<file path="config.mk">
export PLATFORM = sky130hd
export DESIGN_NAME = sdram_arbit_flat
export DESIGN_NICKNAME = d
export VERILOG_FILES = /design/src/rtl/sdram_pkg.sv /design/src/rtl/sdram_arbit_if.sv /design/src/rtl/sdram_arbit_pick.sv /design/src/rtl/sdram_arbit.sv /design/src/flat_wrapper.sv
export SDC_FILE = /design/constraint.sdc
export NUM_CORES = 1
export LEC_CHECK = 0
export ABC_AREA = 1
export BUFFER_PORTS_ARGS = -buffer_cell sky130_fd_sc_hd__buf_4
export CAP_MARGIN = 20
export CORE_ASPECT_RATIO = 1.2
export CORE_MARGIN = 5
export CORE_UTILIZATION = 32
export CTS_BUF_LIST = sky130_fd_sc_hd__clkbuf_2 sky130_fd_sc_hd__clkbuf_4 sky130_fd_sc_hd__clkbuf_8
export CTS_CLUSTER_SIZE = 28
export DETAILED_ROUTE_END_ITERATION = 10
export GPL_ROUTABILITY_DRIVEN = 0
export PLACE_DENSITY = 0.85
export SYNTH_ARGS = -nofsm -noshare
export SYNTH_HDL_FRONTEND = slang
export SYNTH_SLANG_ARGS = --single-unit
export TNS_END_PERCENT = 100
</file>
<file path="constraint.sdc">
create_clock -name clk -period 1.2 [get_ports clk]
set_input_delay 0.24 -clock clk [delete_from_list [all_inputs] [get_ports clk]]
set_output_delay 0.24 -clock clk [all_outputs]
set_load 0.1 [all_outputs]
</file>
<file path="src/rtl/sdram_pkg.sv">
// rtl/sdram_pkg.sv - shared SDRAM types, command encodings and bus widths
// Contents: arbiter state enum, {cs_n, ras_n, cas_n, we_n} command codes,
// command/bank/address widths and grant bit positions.
package sdram_pkg;

  localparam int CMD_W  = 4;
  localparam int BA_W   = 2;
  localparam int ADDR_W = 13;

  // {cs_n, ras_n, cas_n, we_n}
  localparam logic [CMD_W-1:0] CMD_NOP       = 4'b0111;
  localparam logic [CMD_W-1:0] CMD_PRECHARGE = 4'b0010;
  localparam logic [CMD_W-1:0] CMD_AREF      = 4'b0001;
  localparam logic [CMD_W-1:0] CMD_ACTIVE    = 4'b0011;
  localparam logic [CMD_W-1:0] CMD_WRITE     = 4'b0100;
  localparam logic [CMD_W-1:0] CMD_READ      = 4'b0101;
  localparam logic [CMD_W-1:0] CMD_MRS       = 4'b0000;

  // Bit positions inside the picker's one-hot grant vector
  localparam int GNT_AREF = 2;
  localparam int GNT_WR   = 1;
  localparam int GNT_RD   = 0;

  typedef enum logic [2:0] {
    ST_INIT  = 3'd0,
    ST_ARB   = 3'd1,
    ST_AREF  = 3'd2,
    ST_WRITE = 3'd3,
    ST_READ  = 3'd4
  } state_t;

endpackage

</file>
<file path="src/rtl/sdram_arbit_if.sv">
// rtl/sdram_arbit_if.sv - generator-side requests/buses and pin-side outputs of the arbiter
// Modports: slave = arbiter (takes requests and generator buses, drives grants and pins);
//           master = generators/environment (drives requests and buses, observes grants and pins).
interface sdram_arbit_if;
  import sdram_pkg::*;

  logic              init_end;
  logic [CMD_W-1:0]  init_cmd;
  logic [BA_W-1:0]   init_ba;
  logic [ADDR_W-1:0] init_addr;

  logic              aref_req;
  logic              aref_end;
  logic [CMD_W-1:0]  aref_cmd;
  logic [BA_W-1:0]   aref_ba;
  logic [ADDR_W-1:0] aref_addr;

  logic              wr_req;
  logic              wr_end;
  logic [CMD_W-1:0]  wr_cmd;
  logic [BA_W-1:0]   wr_ba;
  logic [ADDR_W-1:0] wr_addr;

  logic              rd_req;
  logic              rd_end;
  logic [CMD_W-1:0]  rd_cmd;
  logic [BA_W-1:0]   rd_ba;
  logic [ADDR_W-1:0] rd_addr;

  logic              aref_en;
  logic              wr_en;
  logic              rd_en;
  logic [CMD_W-1:0]  sdram_cmd;
  logic [BA_W-1:0]   sdram_ba;
  logic [ADDR_W-1:0] sdram_addr;

  modport slave (
    input  init_end, init_cmd, init_ba, init_addr,
    input  aref_req, aref_end, aref_cmd, aref_ba, aref_addr,
    input  wr_req, wr_end, wr_cmd, wr_ba, wr_addr,
    input  rd_req, rd_end, rd_cmd, rd_ba, rd_addr,
    output aref_en, wr_en, rd_en, sdram_cmd, sdram_ba, sdram_addr
  );

  modport master (
    output init_end, init_cmd, init_ba, init_addr,
    output aref_req, aref_end, aref_cmd, aref_ba, aref_addr,
    output wr_req, wr_end, wr_cmd, wr_ba, wr_addr,
    output rd_req, rd_end, rd_cmd, rd_ba, rd_addr,
    input  aref_en, wr_en, rd_en, sdram_cmd, sdram_ba, sdram_addr
  );

endinterface

</file>
<file path="src/rtl/sdram_arbit_pick.sv">
// rtl/sdram_arbit_pick.sv - combinational request picker, refresh first, then write/read
// Ports: aref_req/wr_req/rd_req request levels; last_wr = previous data grant was a write;
//        grant one-hot (GNT_AREF/GNT_WR/GNT_RD) or all zero when nothing is requested.
module sdram_arbit_pick
  import sdram_pkg::*;
(
  input  logic       aref_req,
  input  logic       wr_req,
  input  logic       rd_req,
  input  logic       last_wr,
  output logic [2:0] grant
);

  // When both write and read request, last_wr hands the turn to read.
  // A caller that holds last_wr at 0 gets plain write-over-read priority.
  logic rd_turn;
  assign rd_turn = rd_req & (~wr_req | last_wr);

  always_comb begin
    grant = 3'b000;
    if (aref_req) begin
      grant[GNT_AREF] = 1'b1;
    end else if (rd_turn) begin
      grant[GNT_RD] = 1'b1;
    end else if (wr_req) begin
      grant[GNT_WR] = 1'b1;
    end
  end

endmodule

</file>
<file path="src/rtl/sdram_arbit.sv">
// rtl/sdram_arbit.sv - SDRAM command-bus arbiter for init, auto-refresh, write and read generators
// Ports: clk; rst synchronous active-high; bus (sdram_arbit_if.slave) carrying generator
//        requests/end pulses/command buses in and registered grants plus muxed pin bus out.
// Build option: SDRAM_ARBIT_RR_EN makes write and read alternate when both request.
module sdram_arbit
  import sdram_pkg::*;
#(
  parameter logic [CMD_W-1:0]  NOP_CMD   = 4'b0111,
  parameter logic [BA_W-1:0]   IDLE_BA   = 2'b11,
  parameter logic [ADDR_W-1:0] IDLE_ADDR = 13'h1FFF
) (
  input  logic          clk,
  input  logic          rst,
  sdram_arbit_if.slave  bus
);

  state_t     state;
  logic       aref_en_q;
  logic       wr_en_q;
  logic       rd_en_q;
  logic       last_wr;
  logic [2:0] pick;

`ifdef SDRAM_ARBIT_RR_EN
  logic last_wr_q;
  assign last_wr = last_wr_q;
`else
  assign last_wr = 1'b0;
`endif

  sdram_arbit_pick u_pick (
    .aref_req (bus.aref_req),
    .wr_req   (bus.wr_req),
    .rd_req   (bus.rd_req),
    .last_wr  (last_wr),
    .grant    (pick)
  );

  // Grants are only ever set from ARB and cleared on the way back to ARB,
  // which guarantees at least one NOP cycle between consecutive grants.
  always_ff @(posedge clk) begin
    if (rst) begin
      state     <= ST_INIT;
      aref_en_q <= 1'b0;
      wr_en_q   <= 1'b0;
      rd_en_q   <= 1'b0;
`ifdef SDRAM_ARBIT_RR_EN
      last_wr_q <= 1'b0;
`endif
    end else begin
      case (state)
        ST_INIT: begin
          if (bus.init_end) state <= ST_ARB;
        end
        ST_ARB: begin
          if (pick[GNT_AREF]) begin
            state     <= ST_AREF;
            aref_en_q <= 1'b1;
          end else if (pick[GNT_WR]) begin
            state   <= ST_WRITE;
            wr_en_q <= 1'b1;
`ifdef SDRAM_ARBIT_RR_EN
            last_wr_q <= 1'b1;
`endif
          end else if (pick[GNT_RD]) begin
            state   <= ST_READ;
            rd_en_q <= 1'b1;
`ifdef SDRAM_ARBIT_RR_EN
            last_wr_q <= 1'b0;
`endif
          end
        end
        ST_AREF: begin
          if (bus.aref_end) begin
            state     <= ST_ARB;
            aref_en_q <= 1'b0;
          end
        end
        ST_WRITE: begin
          if (bus.wr_end) begin
            state   <= ST_ARB;
            wr_en_q <= 1'b0;
          end
        end
        ST_READ: begin
          if (bus.rd_end) begin
            state   <= ST_ARB;
            rd_en_q <= 1'b0;
          end
        end
        default: begin
          // Unreachable encodings fall back to an idle bus with no owner.
          state     <= ST_ARB;
          aref_en_q <= 1'b0;
          wr_en_q   <= 1'b0;
          rd_en_q   <= 1'b0;
        end
      endcase
    end
  end

  assign bus.aref_en = aref_en_q;
  assign bus.wr_en   = wr_en_q;
  assign bus.rd_en   = rd_en_q;

  // Pin mux follows the registered state directly so generator commands reach
  // the pins in the same cycle they are presented.
  always_comb begin
    bus.sdram_cmd  = NOP_CMD;
    bus.sdram_ba   = IDLE_BA;
    bus.sdram_addr = IDLE_ADDR;
    case (state)
      ST_INIT: begin
        bus.sdram_cmd  = bus.init_cmd;
        bus.sdram_ba   = bus.init_ba;
        bus.sdram_addr = bus.init_addr;
      end
      ST_AREF: begin
        bus.sdram_cmd  = bus.aref_cmd;
        bus.sdram_ba   = bus.aref_ba;
        bus.sdram_addr = bus.aref_addr;
      end
      ST_WRITE: begin
        bus.sdram_cmd  = bus.wr_cmd;
        bus.sdram_ba   = bus.wr_ba;
        bus.sdram_addr = bus.wr_addr;
      end
      ST_READ: begin
        bus.sdram_cmd  = bus.rd_cmd;
        bus.sdram_ba   = bus.rd_ba;
        bus.sdram_addr = bus.rd_addr;
      end
      default: begin
        bus.sdram_cmd  = NOP_CMD;
        bus.sdram_ba   = IDLE_BA;
        bus.sdram_addr = IDLE_ADDR;
      end
    endcase
  end

endmodule

</file>
<file path="src/flat_wrapper.sv">
// flat-port wrapper written by rule: the top's interface ports become plain ports
module sdram_arbit_flat import sdram_pkg::*;
#(
  parameter logic [CMD_W-1:0]  NOP_CMD   = 4'b0111,
  parameter logic [BA_W-1:0]   IDLE_BA   = 2'b11,
  parameter logic [ADDR_W-1:0] IDLE_ADDR = 13'h1FFF
)
  (clk, rst, bus_init_end, bus_init_cmd, bus_init_ba, bus_init_addr, bus_aref_req, bus_aref_end, bus_aref_cmd, bus_aref_ba, bus_aref_addr, bus_wr_req, bus_wr_end, bus_wr_cmd, bus_wr_ba, bus_wr_addr, bus_rd_req, bus_rd_end, bus_rd_cmd, bus_rd_ba, bus_rd_addr, bus_aref_en, bus_wr_en, bus_rd_en, bus_sdram_cmd, bus_sdram_ba, bus_sdram_addr);
  sdram_arbit_if bus_i ();
  input  logic clk;
  input  logic rst;
  input wire logic [$bits(bus_i.init_end)-1:0] bus_init_end;
  input wire logic [$bits(bus_i.init_cmd)-1:0] bus_init_cmd;
  input wire logic [$bits(bus_i.init_ba)-1:0] bus_init_ba;
  input wire logic [$bits(bus_i.init_addr)-1:0] bus_init_addr;
  input wire logic [$bits(bus_i.aref_req)-1:0] bus_aref_req;
  input wire logic [$bits(bus_i.aref_end)-1:0] bus_aref_end;
  input wire logic [$bits(bus_i.aref_cmd)-1:0] bus_aref_cmd;
  input wire logic [$bits(bus_i.aref_ba)-1:0] bus_aref_ba;
  input wire logic [$bits(bus_i.aref_addr)-1:0] bus_aref_addr;
  input wire logic [$bits(bus_i.wr_req)-1:0] bus_wr_req;
  input wire logic [$bits(bus_i.wr_end)-1:0] bus_wr_end;
  input wire logic [$bits(bus_i.wr_cmd)-1:0] bus_wr_cmd;
  input wire logic [$bits(bus_i.wr_ba)-1:0] bus_wr_ba;
  input wire logic [$bits(bus_i.wr_addr)-1:0] bus_wr_addr;
  input wire logic [$bits(bus_i.rd_req)-1:0] bus_rd_req;
  input wire logic [$bits(bus_i.rd_end)-1:0] bus_rd_end;
  input wire logic [$bits(bus_i.rd_cmd)-1:0] bus_rd_cmd;
  input wire logic [$bits(bus_i.rd_ba)-1:0] bus_rd_ba;
  input wire logic [$bits(bus_i.rd_addr)-1:0] bus_rd_addr;
  output wire logic [$bits(bus_i.aref_en)-1:0] bus_aref_en;
  output wire logic [$bits(bus_i.wr_en)-1:0] bus_wr_en;
  output wire logic [$bits(bus_i.rd_en)-1:0] bus_rd_en;
  output wire logic [$bits(bus_i.sdram_cmd)-1:0] bus_sdram_cmd;
  output wire logic [$bits(bus_i.sdram_ba)-1:0] bus_sdram_ba;
  output wire logic [$bits(bus_i.sdram_addr)-1:0] bus_sdram_addr;
  assign bus_i.init_end = bus_init_end;
  assign bus_i.init_cmd = bus_init_cmd;
  assign bus_i.init_ba = bus_init_ba;
  assign bus_i.init_addr = bus_init_addr;
  assign bus_i.aref_req = bus_aref_req;
  assign bus_i.aref_end = bus_aref_end;
  assign bus_i.aref_cmd = bus_aref_cmd;
  assign bus_i.aref_ba = bus_aref_ba;
  assign bus_i.aref_addr = bus_aref_addr;
  assign bus_i.wr_req = bus_wr_req;
  assign bus_i.wr_end = bus_wr_end;
  assign bus_i.wr_cmd = bus_wr_cmd;
  assign bus_i.wr_ba = bus_wr_ba;
  assign bus_i.wr_addr = bus_wr_addr;
  assign bus_i.rd_req = bus_rd_req;
  assign bus_i.rd_end = bus_rd_end;
  assign bus_i.rd_cmd = bus_rd_cmd;
  assign bus_i.rd_ba = bus_rd_ba;
  assign bus_i.rd_addr = bus_rd_addr;
  assign bus_aref_en = bus_i.aref_en;
  assign bus_wr_en = bus_i.wr_en;
  assign bus_rd_en = bus_i.rd_en;
  assign bus_sdram_cmd = bus_i.sdram_cmd;
  assign bus_sdram_ba = bus_i.sdram_ba;
  assign bus_sdram_addr = bus_i.sdram_addr;
  sdram_arbit #(.NOP_CMD(NOP_CMD), .IDLE_BA(IDLE_BA), .IDLE_ADDR(IDLE_ADDR)) u_core (.clk(clk), .rst(rst), .bus(bus_i));
endmodule
</file>
==> results.md <==
* Failing checks: negative setup slack
* Worst-Margin Slew at ~0.33 ns
* DRC Markers at 0
* Pwr dens at between 2000 and 3000 nW/µm²
* Inst Count DP at 342
* Fraction of registers with async set or reset after synthesis at 0%
* Fin Clk Skew at approximately 0.0071 ns
* Final hold violation count at 0
* Cells after Synth at ~190
* CTS Buf Count at 3
* RSZ-0062 raised after global routing: yes
* Finish-stage setup viols at 25
* Fraction of layout cells with a size suffix above 1 at 75.1%
* Yosys warns at 0
* Top cell type's share of synthesized area at 27.8%
* Root Buffer Master: clkbuf_4
* Startpoint Class: flop
* Final setup margin at -0.693 ns
* Crit path largest cell delay at around 0.38 ns
* Leakage at approximately 1.4 nW
* Worst vdd ir at approximately 2900 µV
* DR vias/cell at between 6 and 7
* Initial DRC count at 228
* GRT Residual Overflow at 0
* Die height at 70.4 µm
* Final HPWL from detailed placement at 3880 µm
* Wire length per cell at around 24 µm
* DP Worst Slack at -0.444 ns
* Final net count at 408
* Fin crit share at 158%
* Vias in the first global route at about 2100
* Synth Net Count at around 280
* Clk sink count at 6
* CTS tree: yes
* Worst-skew pair later-pin latency at between 0.2 and 0.3 ns
* Placed Area at around 2100 µm²
* Mapped Avg Cell Area at 5.07 µm²
* First-pass GRT wire length at between 10000 and 15000 µm
* Initial Util at about a third
* IO Pins at around 110
* Layout Utilization at between 90% and 100%
* Layout Area Growth over Synthesis at 192%
* Slew HR at 77.8%
* GRT Overall Usage at between 30% and 40%
* Clk buf depth at 2
* H-tree depth at 1
* Core Area at roughly 3000 µm²
* CTS clk-pin slew, worst paths at 0.05 ns
* Most common cell in the netlist: nand2_1
* Post-Syn Area at 973 µm²
* TritonRoute pass-1 iters at 5
* Wirelength, routed at 8630 µm
* Max_cap viols at 0
* Most frequent cells after synthesis: nand2_1, nand3_1, a21oi_1, inv_1, nor2_1
* Total number of vias at 2207
* Crit-path slowest cell: dfxtp_4
* Hold WC Path Type: in2reg
* Hold_buf cts at 0
* Synth top area cells: nand2_1, nand3_1, dfxtp_1
* Sequential share of the synthesized area at 12.3%
* Final instance area at roughly 2800 µm²
* Final Max Tran Viols at 0
* CP Data Arrival Time at roughly 1.7 ns
* FMAX at around 530 MHz
* #FFs+latches synth at 6
* Post-Layout Cell Count at approximately 360
* EDFF count, synth at 0
* Post-synth top area cell: nand2_1
* Diode count at 0
* Input/output buffers at between 100 and 150
* ANT nets after route at 0
* Synth cell types at 21
* Worst Setup End Kind: primary output
* Synth Flop Type: dfxtp_1
* Initial antenna violation count at 0
* Row cnt at 22
* Largest net degree at the start of global routing at 22
* Min cycle time layout at around 1.9 ns
* Die ar. at 4250 µm²
* Worst-path maximum fanout at 8
* CP Cell Sequence: nor2_4 -> buf_6 -> nand3_1 -> nand2_2 -> a21oi_4 -> nand3_2 -> buf_12
* Critical path class: reg2out
* Worst Path Required at between 0.9 and 1 ns
* Die width at roughly 60 µm
* Status: finished, violations left
[layer usage]
layer  wire length [µm]  vias to the layer above  global-route usage [%]
met1               2810                      996                    32.7
met2               4150                      244                    55.5
met3               1050                       75                    8.50
li1                   -                      892                       -
met5                  0                        -                       0
met4                619                        0                    18.0
[registers in the layout, indices dropped and copies added (netlist names)]
| register | cells |
|---|---|
| u_core.bus.aref_en | 1 |
| u_core.bus.rd_en | 1 |
| u_core.bus.wr_en | 1 |
| u_core.state | 3 |
[layout make-up]
| type | count | area, µm² |
|---|---|---|
| multi-input cells | 158 | 1150 |
| fillers | 87 | 159 |
| clock buffers | 3 | 22.5 |
| repair inverters | 2 | 17.5 |
| flip-flops and latches | 6 | 134 |
| repair buffers | 134 | 1370 |
| inverters | 18 | 100 |
| well taps | 36 | 45.0 |
[power by group]
part           switching (W)  leakage [nW]  total, W  internal, W
Clock               0.000104        0.0138  0.000219     0.000115
Combinational        0.00492          1.31   0.00767      0.00275
Sequential         0.0000923        0.0522  0.000363     0.000271
Total                0.00512          1.38   0.00825      0.00314
[worst max-delay path: cells and delay by family, from the launching register on]
family,cells,cell delay (ns)
buffers and inverters,2,0.36
AND/OR/NAND/NOR,4,0.60
flip-flops,1,0.38
AO/OA/AOI/OAI,1,0.04
[kinds of logic (layout without fill, tap and decap cells)]
| group | count (synthesis) | count (layout) | share of synthesized area [%] |
|---|---|---|---|
| and+or+nand+nor | 133 | 133 | 61.2 |
| AOI/OAI and AO/OA | 25 | 25 | 13.9 |
| buffers and inverters | 28 | 157 | 12.6 |
| DFF | 6 | 6 | 12.3 |
[final timing paths]
kind / startpoint / to / slack (ns) / cells past startpoint
setup / recovery: u_core.state[1] / bus_sdram_ba[0] / -0.69 / 7
hold / removal: rst / u_core.state[2] / 0.14 / 2
setup reg to reg: u_core.state[0] / u_core.bus.wr_en / -0.31 / 10
hold reg to reg: u_core.bus.rd_en / u_core.bus.rd_en / 0.47 / 2
[per-stage QoR]
| stage | total power [W] | TNS, ns | hold slack, ns |
|---|---|---|---|
| 2_1_floorplan | 0.00461 | -9.39 | 0.299 |
| 3_3_place_gp | 0.00577 | -8.01 | 0.410 |
| 3_5_place_dp | 0.00581 | -8.74 | 0.414 |
| 4_1_cts | 0.00746 | -10.54 | 0.147 |
| 5_1_grt | 0.00843 | -14.60 | 0.151 |
| 6_report | 0.00825 | -13.64 | 0.136 |
[placed cells by master (no fill, tap or decap), drive strengths merged]
| cell type | synthesis | routed |
|---|---|---|
| buf | 10 | 134 |
| nand2 | 73 | 73 |
| nand3 | 43 | 43 |
| inv | 17 | 19 |
| a21oi | 18 | 18 |
| nor2 | 13 | 13 |
| dfxtp | 6 | 6 |
| o21ai | 4 | 4 |
| nand4 | 3 | 3 |
| clkbuf | 0 | 3 |
| a22oi | 2 | 2 |
| clkinv | 1 | 1 |
| nor3 | 1 | 1 |
| a31oi | 1 | 1 |
[repair_timing]
item / in CTS / in global routing
gates cloned: 4 / 1
hold endpoints to repair: 0 / 0
gates resized for setup: 100 / 51
setup endpoints to repair: 25 / 25
buffers inserted: 5 / 3
pin swaps: 8 / 30
No activity file was read; power rests on OpenSTA's default activity.
